**config.mk**
```make
export PLATFORM = sky130hd
export DESIGN_NAME = sub_share_arbiter_flat
export DESIGN_NICKNAME = d
export VERILOG_FILES = /design/src/rtl/sub_share_pkg.sv /design/src/rtl/sub_share_arbiter_if.sv /design/src/rtl/sub_share_pipe.sv /design/src/rtl/sub_share_arbiter.sv /design/src/flat_wrapper.sv
export SDC_FILE = /design/constraint.sdc
export NUM_CORES = 1
export LEC_CHECK = 0
export CAP_MARGIN = 20
export CORE_ASPECT_RATIO = 1.25
export CORE_UTILIZATION = 44
export CTS_BUF_LIST = sky130_fd_sc_hd__clkbuf_16
export CTS_CLUSTER_SIZE = 20
export DETAILED_ROUTE_END_ITERATION = 8
export PLACE_DENSITY = 0.91
export SYNTH_ARGS = -nofsm -noshare
export SYNTH_HDL_FRONTEND = slang
export SYNTH_SLANG_ARGS = --single-unit
```
**constraint.sdc**
```tcl
create_clock -name i_clk -period 9.66 [get_ports i_clk]
set_clock_uncertainty 0.05 [all_clocks]
set_input_delay 0.966 -clock i_clk [delete_from_list [all_inputs] [get_ports i_clk]]
set_output_delay 0.966 -clock i_clk [all_outputs]
set_load 0.05 [all_outputs]
```
**src/rtl/sub_share_pkg.sv**
```systemverilog
// Shared definitions for the shared-subtractor arbiter: default sizes,
// the requester-id type and the saturation limits.
package sub_share_pkg;

  localparam int DEF_N_REQ = 4;
  localparam int DEF_DW    = 12;
  localparam int DEF_LAT   = 2;

  // Requester index at the default requester count
  typedef logic [$clog2(DEF_N_REQ)-1:0] req_id_t;

  // Largest positive value representable in dw-bit two's complement
  function automatic int sat_max(input int dw);
    return (1 << (dw - 1)) - 1;
  endfunction

  // Most negative value representable in dw-bit two's complement
  function automatic int sat_min(input int dw);
    return -(1 << (dw - 1));
  endfunction

  localparam int SAT_MAX = sat_max(DEF_DW);
  localparam int SAT_MIN = sat_min(DEF_DW);

endpackage

```
**src/rtl/sub_share_arbiter_if.sv**
```systemverilog
// Request/result bundle of the shared-subtractor arbiter.
// Handshake: requester k's operand pair is accepted on a rising clock edge
// where i_req_valid[k] and o_req_ready[k] are both high; o_req_ready is a
// one-hot grant. Results have no backpressure: the consumer must take
// o_res_* in every cycle where o_res_valid is high.
interface sub_share_arbiter_if
  import sub_share_pkg::*;
#(
  parameter int N_REQ = DEF_N_REQ,
  parameter int DW    = DEF_DW
);
  localparam int IDW = $clog2(N_REQ);

  logic [N_REQ-1:0]    i_req_valid;
  logic [N_REQ-1:0]    o_req_ready;
  logic [N_REQ*DW-1:0] i_req_a;
  logic [N_REQ*DW-1:0] i_req_b;
  logic                o_res_valid;
  logic [IDW-1:0]      o_res_id;
  logic [DW-1:0]       o_res_data;
  logic                o_ovf;
  logic                o_busy;

  // Requester / consumer side
  modport master (
    output i_req_valid, i_req_a, i_req_b,
    input  o_req_ready, o_res_valid, o_res_id, o_res_data, o_ovf, o_busy
  );

  // Arbiter side
  modport slave (
    input  i_req_valid, i_req_a, i_req_b,
    output o_req_ready, o_res_valid, o_res_id, o_res_data, o_ovf, o_busy
  );

endinterface

```
**src/rtl/sub_share_pipe.sv**
```systemverilog
// Subtract-and-delay pipeline: stage 1 forms a - b at DW+1 bits, detects
// overflow and (with SUB_SHARE_ARBITER_SAT_EN defined) saturates; the result
// then travels through LAT-1 further register stages, so the output is
// valid LAT cycles after the accept edge.
module sub_share_pipe
  import sub_share_pkg::*;
#(
  parameter int DW  = DEF_DW,
  parameter int IDW = 2,
  parameter int LAT = DEF_LAT
) (
  input  logic           i_clk,
  input  logic           i_rst,
  input  logic           i_valid,
  input  logic [IDW-1:0] i_id,
  input  logic [DW-1:0]  i_a,
  input  logic [DW-1:0]  i_b,
  output logic           o_valid,
  output logic [IDW-1:0] o_id,
  output logic [DW-1:0]  o_data,
  output logic           o_ovf,
  output logic           o_busy
);

`ifdef SUB_SHARE_ARBITER_SAT_EN
  localparam logic [DW-1:0] SAT_MAX_W = DW'(sat_max(DW));
  localparam logic [DW-1:0] SAT_MIN_W = DW'(sat_min(DW));
`endif

  logic [DW:0]    diff;
  logic           ovf_raw;
  logic [DW-1:0]  res;

  logic [LAT-1:0] valid_q, valid_d;
  logic [LAT-1:0] ovf_q, ovf_d;
  logic [IDW-1:0] id_q [LAT];
  logic [IDW-1:0] id_d [LAT];
  logic [DW-1:0]  data_q [LAT];
  logic [DW-1:0]  data_d [LAT];

  // Widened difference; overflow when the two top bits disagree
  always_comb begin
    diff    = {i_a[DW-1], i_a} - {i_b[DW-1], i_b};
    ovf_raw = diff[DW] ^ diff[DW-1];
    res     = diff[DW-1:0];
`ifdef SUB_SHARE_ARBITER_SAT_EN
    if (ovf_raw) begin
      res = diff[DW] ? SAT_MIN_W : SAT_MAX_W;
    end
`endif
  end

  // Stage 1 loads only on an accept; later stages shift every cycle
  always_comb begin
    valid_d    = '0;
    ovf_d      = '0;
    valid_d[0] = i_valid;
    ovf_d[0]   = i_valid & ovf_raw;
    id_d[0]    = i_valid ? i_id : id_q[0];
    data_d[0]  = i_valid ? res  : data_q[0];
    for (int i = 1; i < LAT; i++) begin
      valid_d[i] = valid_q[i-1];
      ovf_d[i]   = ovf_q[i-1];
      id_d[i]    = id_q[i-1];
      data_d[i]  = data_q[i-1];
    end
  end

  // Pipeline registers; reset discards everything in flight
  always_ff @(posedge i_clk or posedge i_rst) begin
    if (i_rst) begin
      valid_q <= '0;
      ovf_q   <= '0;
      for (int i = 0; i < LAT; i++) begin
        id_q[i]   <= '0;
        data_q[i] <= '0;
      end
    end else begin
      valid_q <= valid_d;
      ovf_q   <= ovf_d;
      for (int i = 0; i < LAT; i++) begin
        id_q[i]   <= id_d[i];
        data_q[i] <= data_d[i];
      end
    end
  end

  assign o_valid = valid_q[LAT-1];
  assign o_ovf   = ovf_q[LAT-1];
  assign o_id    = id_q[LAT-1];
  assign o_data  = data_q[LAT-1];
  assign o_busy  = |valid_q;

endmodule

```
**src/rtl/sub_share_arbiter.sv**
```systemverilog
// Round-robin arbiter sharing one subtract pipeline among N_REQ requesters.
// The grant is combinational from the valid bits and the priority pointer;
// after a grant to k the pointer moves to k+1 so every continuously valid
// requester is served within N_REQ cycles.
// Optional feature macro: SUB_SHARE_ARBITER_SAT_EN (saturating results).
module sub_share_arbiter
  import sub_share_pkg::*;
#(
  parameter int N_REQ = DEF_N_REQ,
  parameter int DW    = DEF_DW,
  parameter int LAT   = DEF_LAT
) (
  input  logic                i_clk,
  input  logic                i_rst,
  sub_share_arbiter_if.slave  bus
);

  localparam int IDW = $clog2(N_REQ);

  logic [IDW-1:0]   ptr_q, ptr_d;
  logic             gnt_any;
  logic [IDW-1:0]   gnt_idx;
  logic [N_REQ-1:0] ready;
  logic [DW-1:0]    sel_a;
  logic [DW-1:0]    sel_b;
  int               idx;

  // First valid requester at or after the pointer wins; nothing during reset
  always_comb begin
    gnt_any = 1'b0;
    gnt_idx = '0;
    idx     = 0;
    for (int i = 0; i < N_REQ; i++) begin
      idx = int'(ptr_q) + i;
      if (idx >= N_REQ) begin
        idx = idx - N_REQ;
      end
      if (!gnt_any && !i_rst && bus.i_req_valid[idx[IDW-1:0]]) begin
        gnt_any = 1'b1;
        gnt_idx = idx[IDW-1:0];
      end
    end
  end

  // One-hot ready and operand selection for the granted requester
  always_comb begin
    ready = '0;
    sel_a = '0;
    sel_b = '0;
    for (int k = 0; k < N_REQ; k++) begin
      if (gnt_any && gnt_idx == IDW'(k)) begin
        ready[k] = 1'b1;
        sel_a    = bus.i_req_a[k*DW +: DW];
        sel_b    = bus.i_req_b[k*DW +: DW];
      end
    end
  end

  // Pointer advances past the winner and holds when nothing is granted
  always_comb begin
    ptr_d = ptr_q;
    if (gnt_any) begin
      ptr_d = (gnt_idx == IDW'(N_REQ - 1)) ? '0 : gnt_idx + 1'b1;
    end
  end

  // Priority pointer register
  always_ff @(posedge i_clk or posedge i_rst) begin
    if (i_rst) begin
      ptr_q <= '0;
    end else begin
      ptr_q <= ptr_d;
    end
  end

  assign bus.o_req_ready = ready;

  sub_share_pipe #(
    .DW  (DW),
    .IDW (IDW),
    .LAT (LAT)
  ) u_pipe (
    .i_clk   (i_clk),
    .i_rst   (i_rst),
    .i_valid (gnt_any),
    .i_id    (gnt_idx),
    .i_a     (sel_a),
    .i_b     (sel_b),
    .o_valid (bus.o_res_valid),
    .o_id    (bus.o_res_id),
    .o_data  (bus.o_res_data),
    .o_ovf   (bus.o_ovf),
    .o_busy  (bus.o_busy)
  );

endmodule

```
**src/flat_wrapper.sv**
```systemverilog
// flat-port wrapper written by rule: the top's interface ports become plain ports
module sub_share_arbiter_flat import sub_share_pkg::*;
#(
  parameter int N_REQ = DEF_N_REQ,
  parameter int DW    = DEF_DW,
  parameter int LAT   = DEF_LAT
)
  (i_clk, i_rst, bus_i_req_valid, bus_i_req_a, bus_i_req_b, bus_o_req_ready, bus_o_res_valid, bus_o_res_id, bus_o_res_data, bus_o_ovf, bus_o_busy);
  sub_share_arbiter_if #(.N_REQ(N_REQ), .DW(DW)) bus_i ();
  input  logic i_clk;
  input  logic i_rst;
  input wire logic [$bits(bus_i.i_req_valid)-1:0] bus_i_req_valid;
  input wire logic [$bits(bus_i.i_req_a)-1:0] bus_i_req_a;
  input wire logic [$bits(bus_i.i_req_b)-1:0] bus_i_req_b;
  output wire logic [$bits(bus_i.o_req_ready)-1:0] bus_o_req_ready;
  output wire logic [$bits(bus_i.o_res_valid)-1:0] bus_o_res_valid;
  output wire logic [$bits(bus_i.o_res_id)-1:0] bus_o_res_id;
  output wire logic [$bits(bus_i.o_res_data)-1:0] bus_o_res_data;
  output wire logic [$bits(bus_i.o_ovf)-1:0] bus_o_ovf;
  output wire logic [$bits(bus_i.o_busy)-1:0] bus_o_busy;
  assign bus_i.i_req_valid = bus_i_req_valid;
  assign bus_i.i_req_a = bus_i_req_a;
  assign bus_i.i_req_b = bus_i_req_b;
  assign bus_o_req_ready = bus_i.o_req_ready;
  assign bus_o_res_valid = bus_i.o_res_valid;
  assign bus_o_res_id = bus_i.o_res_id;
  assign bus_o_res_data = bus_i.o_res_data;
  assign bus_o_ovf = bus_i.o_ovf;
  assign bus_o_busy = bus_i.o_busy;
  sub_share_arbiter #(.N_REQ(N_REQ), .DW(DW), .LAT(LAT)) u_core (.i_clk(i_clk), .i_rst(i_rst), .bus(bus_i));
endmodule
```
==> flow_summary.ini <==
[synthesis]
syn_inst = 301
syn_nets = 420
yosysTopAreaCell = dfrtp_1
avgSynthCellArea_um2 = 8.30
synthTopCellsByArea = dfrtp_1 34%, ha_1 8.0%, o21ai_0 6.4%
synth_edf_count = 0
ys_ff_latch = 34
synth.distinct_cells = 43
synth_top_cell_area_share = 0.341
synth_warnings = 0
synthArstFlopShare = 1.00
ys.flop_type = dfrtp_1
yosysSeqAreaShare = 0.341
syn-cell-area_mm2 = 0.00250

[global_route]
grt_pass1_vias = 2624
grt_util_all_layers = 0.238
antenna_found_initial = 0
grt_pass1_wl_mm = 11.5
overflow = 0
grt_max_degree = 45

[setup_path]
cpMaxStageDelayCell = inv_1
reg2reg_depth = 16
arrival_ns = 5.97
critPathMaxFanout = 27
timing.rr.end = u_core.u_pipe.ovf_q[0]
required_ns = 9.75
max_stage_delay_ns = 0.66
startpoint_type = input port
crit_path_end_kind = flop
worstSetupPathType = in -> reg
path_cells = clkdlybuf4s50_1, or3_4, o31ai_1, a21oi_1, o221ai_1, inv_1, ha_1, inv_1, o21ai_0, a32oi_1, fa_1, nor2b_1, o31ai_1, a211oi_1, o32ai_1, xor2_1, nor2_1
rrSetupSlack_ns = 4.68
rr_startpoint = u_core.ptr_q[0]

[clocking]
htreeDepth = 2
post_cts_resized = 0
numCtsBuffers = 5
cts_tree = yes
clock_latency_ns = 0.27
clock_sinks = 34
cts.clk_slew.worst_paths_ns = 0.05
cts_buffer_depth = 2
root_buffer = clkbuf_16
cts.hold.buffers_added = 0
post_cts_buffers = 0

[placement]
port_buffers = 122
gp_congestion = 0.983
dp_hpwl_mm = 5.55

[drt]
wl_per_cell_um = 15.0
route.final.wire_length_mm = 7.16
ant_nets = 0
dr.pass1.iters = 4
vias = 2717
drc_errors = 0
routed_via_density = 5.71
first_iter_violations = 145

[floorplan]
io_pins = 123
fp.dieH_um = 86.2
rows = 30
initial_core_util = 0.459
dieArea_mm2 = 0.00598
die_w_um = 69.4
coreArea_mm2 = 0.00544

[cells_and_area]
layout_commonest_cell = clkdlybuf4s50_1
antenna_cells = 0
drive_above_1_share = 0.0364
fill_cells = 393
syn2layout_area_growth_pct = 54.7
nNetsFinal = 530
fin_util = 0.710
mostFrequentLayoutCells = 122 x clkdlybuf4s50_1, 38 x nand2_1, 35 x nor2_1

[power]
combPwrFrac = 0.573
seq_power_share = 0.261
clkPwrFrac = 0.166
power_switching_mw = 0.370
power_density_mw_per_mm2 = 226
cellLeakagePower_nw = 1.60
intPower_mw = 0.503
p_sw_frac = 0.424
ir_worst_vdd_v = 0.0000954

[timing]
whs_ns = 0.304
fin_setup_tns_ns = 0
slew_headroom = 0.385
period_share = 0.609
final.min_clock_period_ns = 5.88
setup_viol = 0
drv_slew = 0
hold_viol_final = 0
tightest_slew_ns = 0.923
max_freq_ghz = 0.170
rsz0062_at_grt = false

[worst_hold_path]
min_path_type = reg -> reg
hp-start = u_core.u_pipe.ovf_q[0]
min_path_cells = 0
worstHoldEndpoint = u_core.u_pipe.ovf_q[1]

[run]
cap_violations = 0

[status]
status = completed
power by group through the flow:
stage | clock (mW) | sequential [mW] | combinational [mW]
3_5_place_dp | 0 | 0.230 | 0.494
2_1_floorplan | 0 | 0.324 | 0.241
5_1_grt | 0.154 | 0.235 | 0.537
4_1_cts | 0.148 | 0.228 | 0.498
3_3_place_gp | 0 | 0.226 | 0.483
6_report | 0.145 | 0.228 | 0.501
worst max-delay path, delay by kind of cell:
kind	cells	cell delay (ns)
AOI/OAI and AO/OA	8	2.20
xor gates and xnor gates	1	0.18
adders and majority gates	2	0.78
buffers and inverters	3	1.27
and+or+nand+nor	3	0.58
routing by layer:
| metal | vias up | GRT usage | part of all wire |
|---|---|---|---|
| li1 | 1327 | - | - |
| met1 | 1247 | 0.280 | 0.40 |
| met2 | 131 | 0.432 | 0.51 |
| met3 | 12 | 0.0465 | 0.076 |
| met4 | 0 | 0.0835 | 0.014 |
| met5 | - | 0 | 0 |
per-stage QoR:
stage / total power [mW] / setup slack, ns / instances / cell area, µm²
floorplan: 0.565 / 4.47 / 301 / 2500
global placement: 0.709 / 3.92 / 468 / 3730
detailed placement: 0.724 / 3.58 / 468 / 3730
CTS: 0.874 / 3.78 / 476 / 3860
global route: 0.926 / 3.24 / 476 / 3860
finish: 0.873 / 3.78 / 476 / 3860
synthesized netlist by cell type, types with 6 or more instances:
master / instances
a21oi_1: 20
nor2_1: 35
a221o_1: 11
ha_1: 16
dfrtp_1: 34
nand2_1: 38
a221oi_1: 12
inv_1: 6
clkbuf_1: 20
o21ai_0: 32
o21ai_1: 7
a2bb2oi_1: 11
registers in the layout, summed over array words and instances, names as in the netlist:
| register | count |
|---|---|
| u_core.u_pipe.o_data | 12 |
| u_core.u_pipe.id_d | 2 |
| u_core.u_pipe.data_d | 12 |
| u_core.u_pipe.o_id | 2 |
| u_core.ptr_q | 2 |
| u_core.u_pipe.ovf_q | 2 |
| u_core.u_pipe.valid_q | 2 |
cell type report:
| cell class | instances | area (µm²) | area share |
|---|---|---|---|
| repair buffers | 126 | 1250 | 0.324 |
| flip-flops and latches | 34 | 851 | 0.220 |
| clock inverters | 3 | 12.5 | 0.00324 |
| inverters | 7 | 26.3 | 0.00680 |
| clock buffers | 5 | 125 | 0.0324 |
| well taps | 64 | 80.1 | 0.0207 |
| multi-input cells | 237 | 1520 | 0.393 |
worst max-delay path by stage:
| stage | cells past startpoint | start | to | slack [ns] |
|---|---|---|---|---|
| 4_1_cts | 9 | i_rst | bus_o_req_ready[3] | 3.78 |
| 2_1_floorplan | 15 | i_rst | u_core.u_pipe.ovf_q[0] | 4.47 |
| 3_3_place_gp | 16 | bus_i_req_valid[0] | u_core.u_pipe.ovf_q[0] | 3.92 |
| 6_report | 17 | bus_i_req_valid[1] | u_core.u_pipe.ovf_q[0] | 3.78 |
| 3_5_place_dp | 18 | bus_i_req_valid[1] | u_core.u_pipe.ovf_q[0] | 3.58 |
| 5_1_grt | 17 | bus_i_req_valid[1] | u_core.u_pipe.ovf_q[0] | 3.24 |
cell families (layout without fill, tap and decap cells):
logic type,after synthesis,count (layout),synth area share
flip-flops,34,34,0.341
AO/OA/AOI/OAI,119,119,0.329
adder cells (fa/ha/maj),17,17,0.0882
AND/OR/NAND/NOR,93,93,0.163
XOR/XNOR,8,8,0.0281
buffers and inverters,30,141,0.0516
Power figures use the tool's default switching activity.
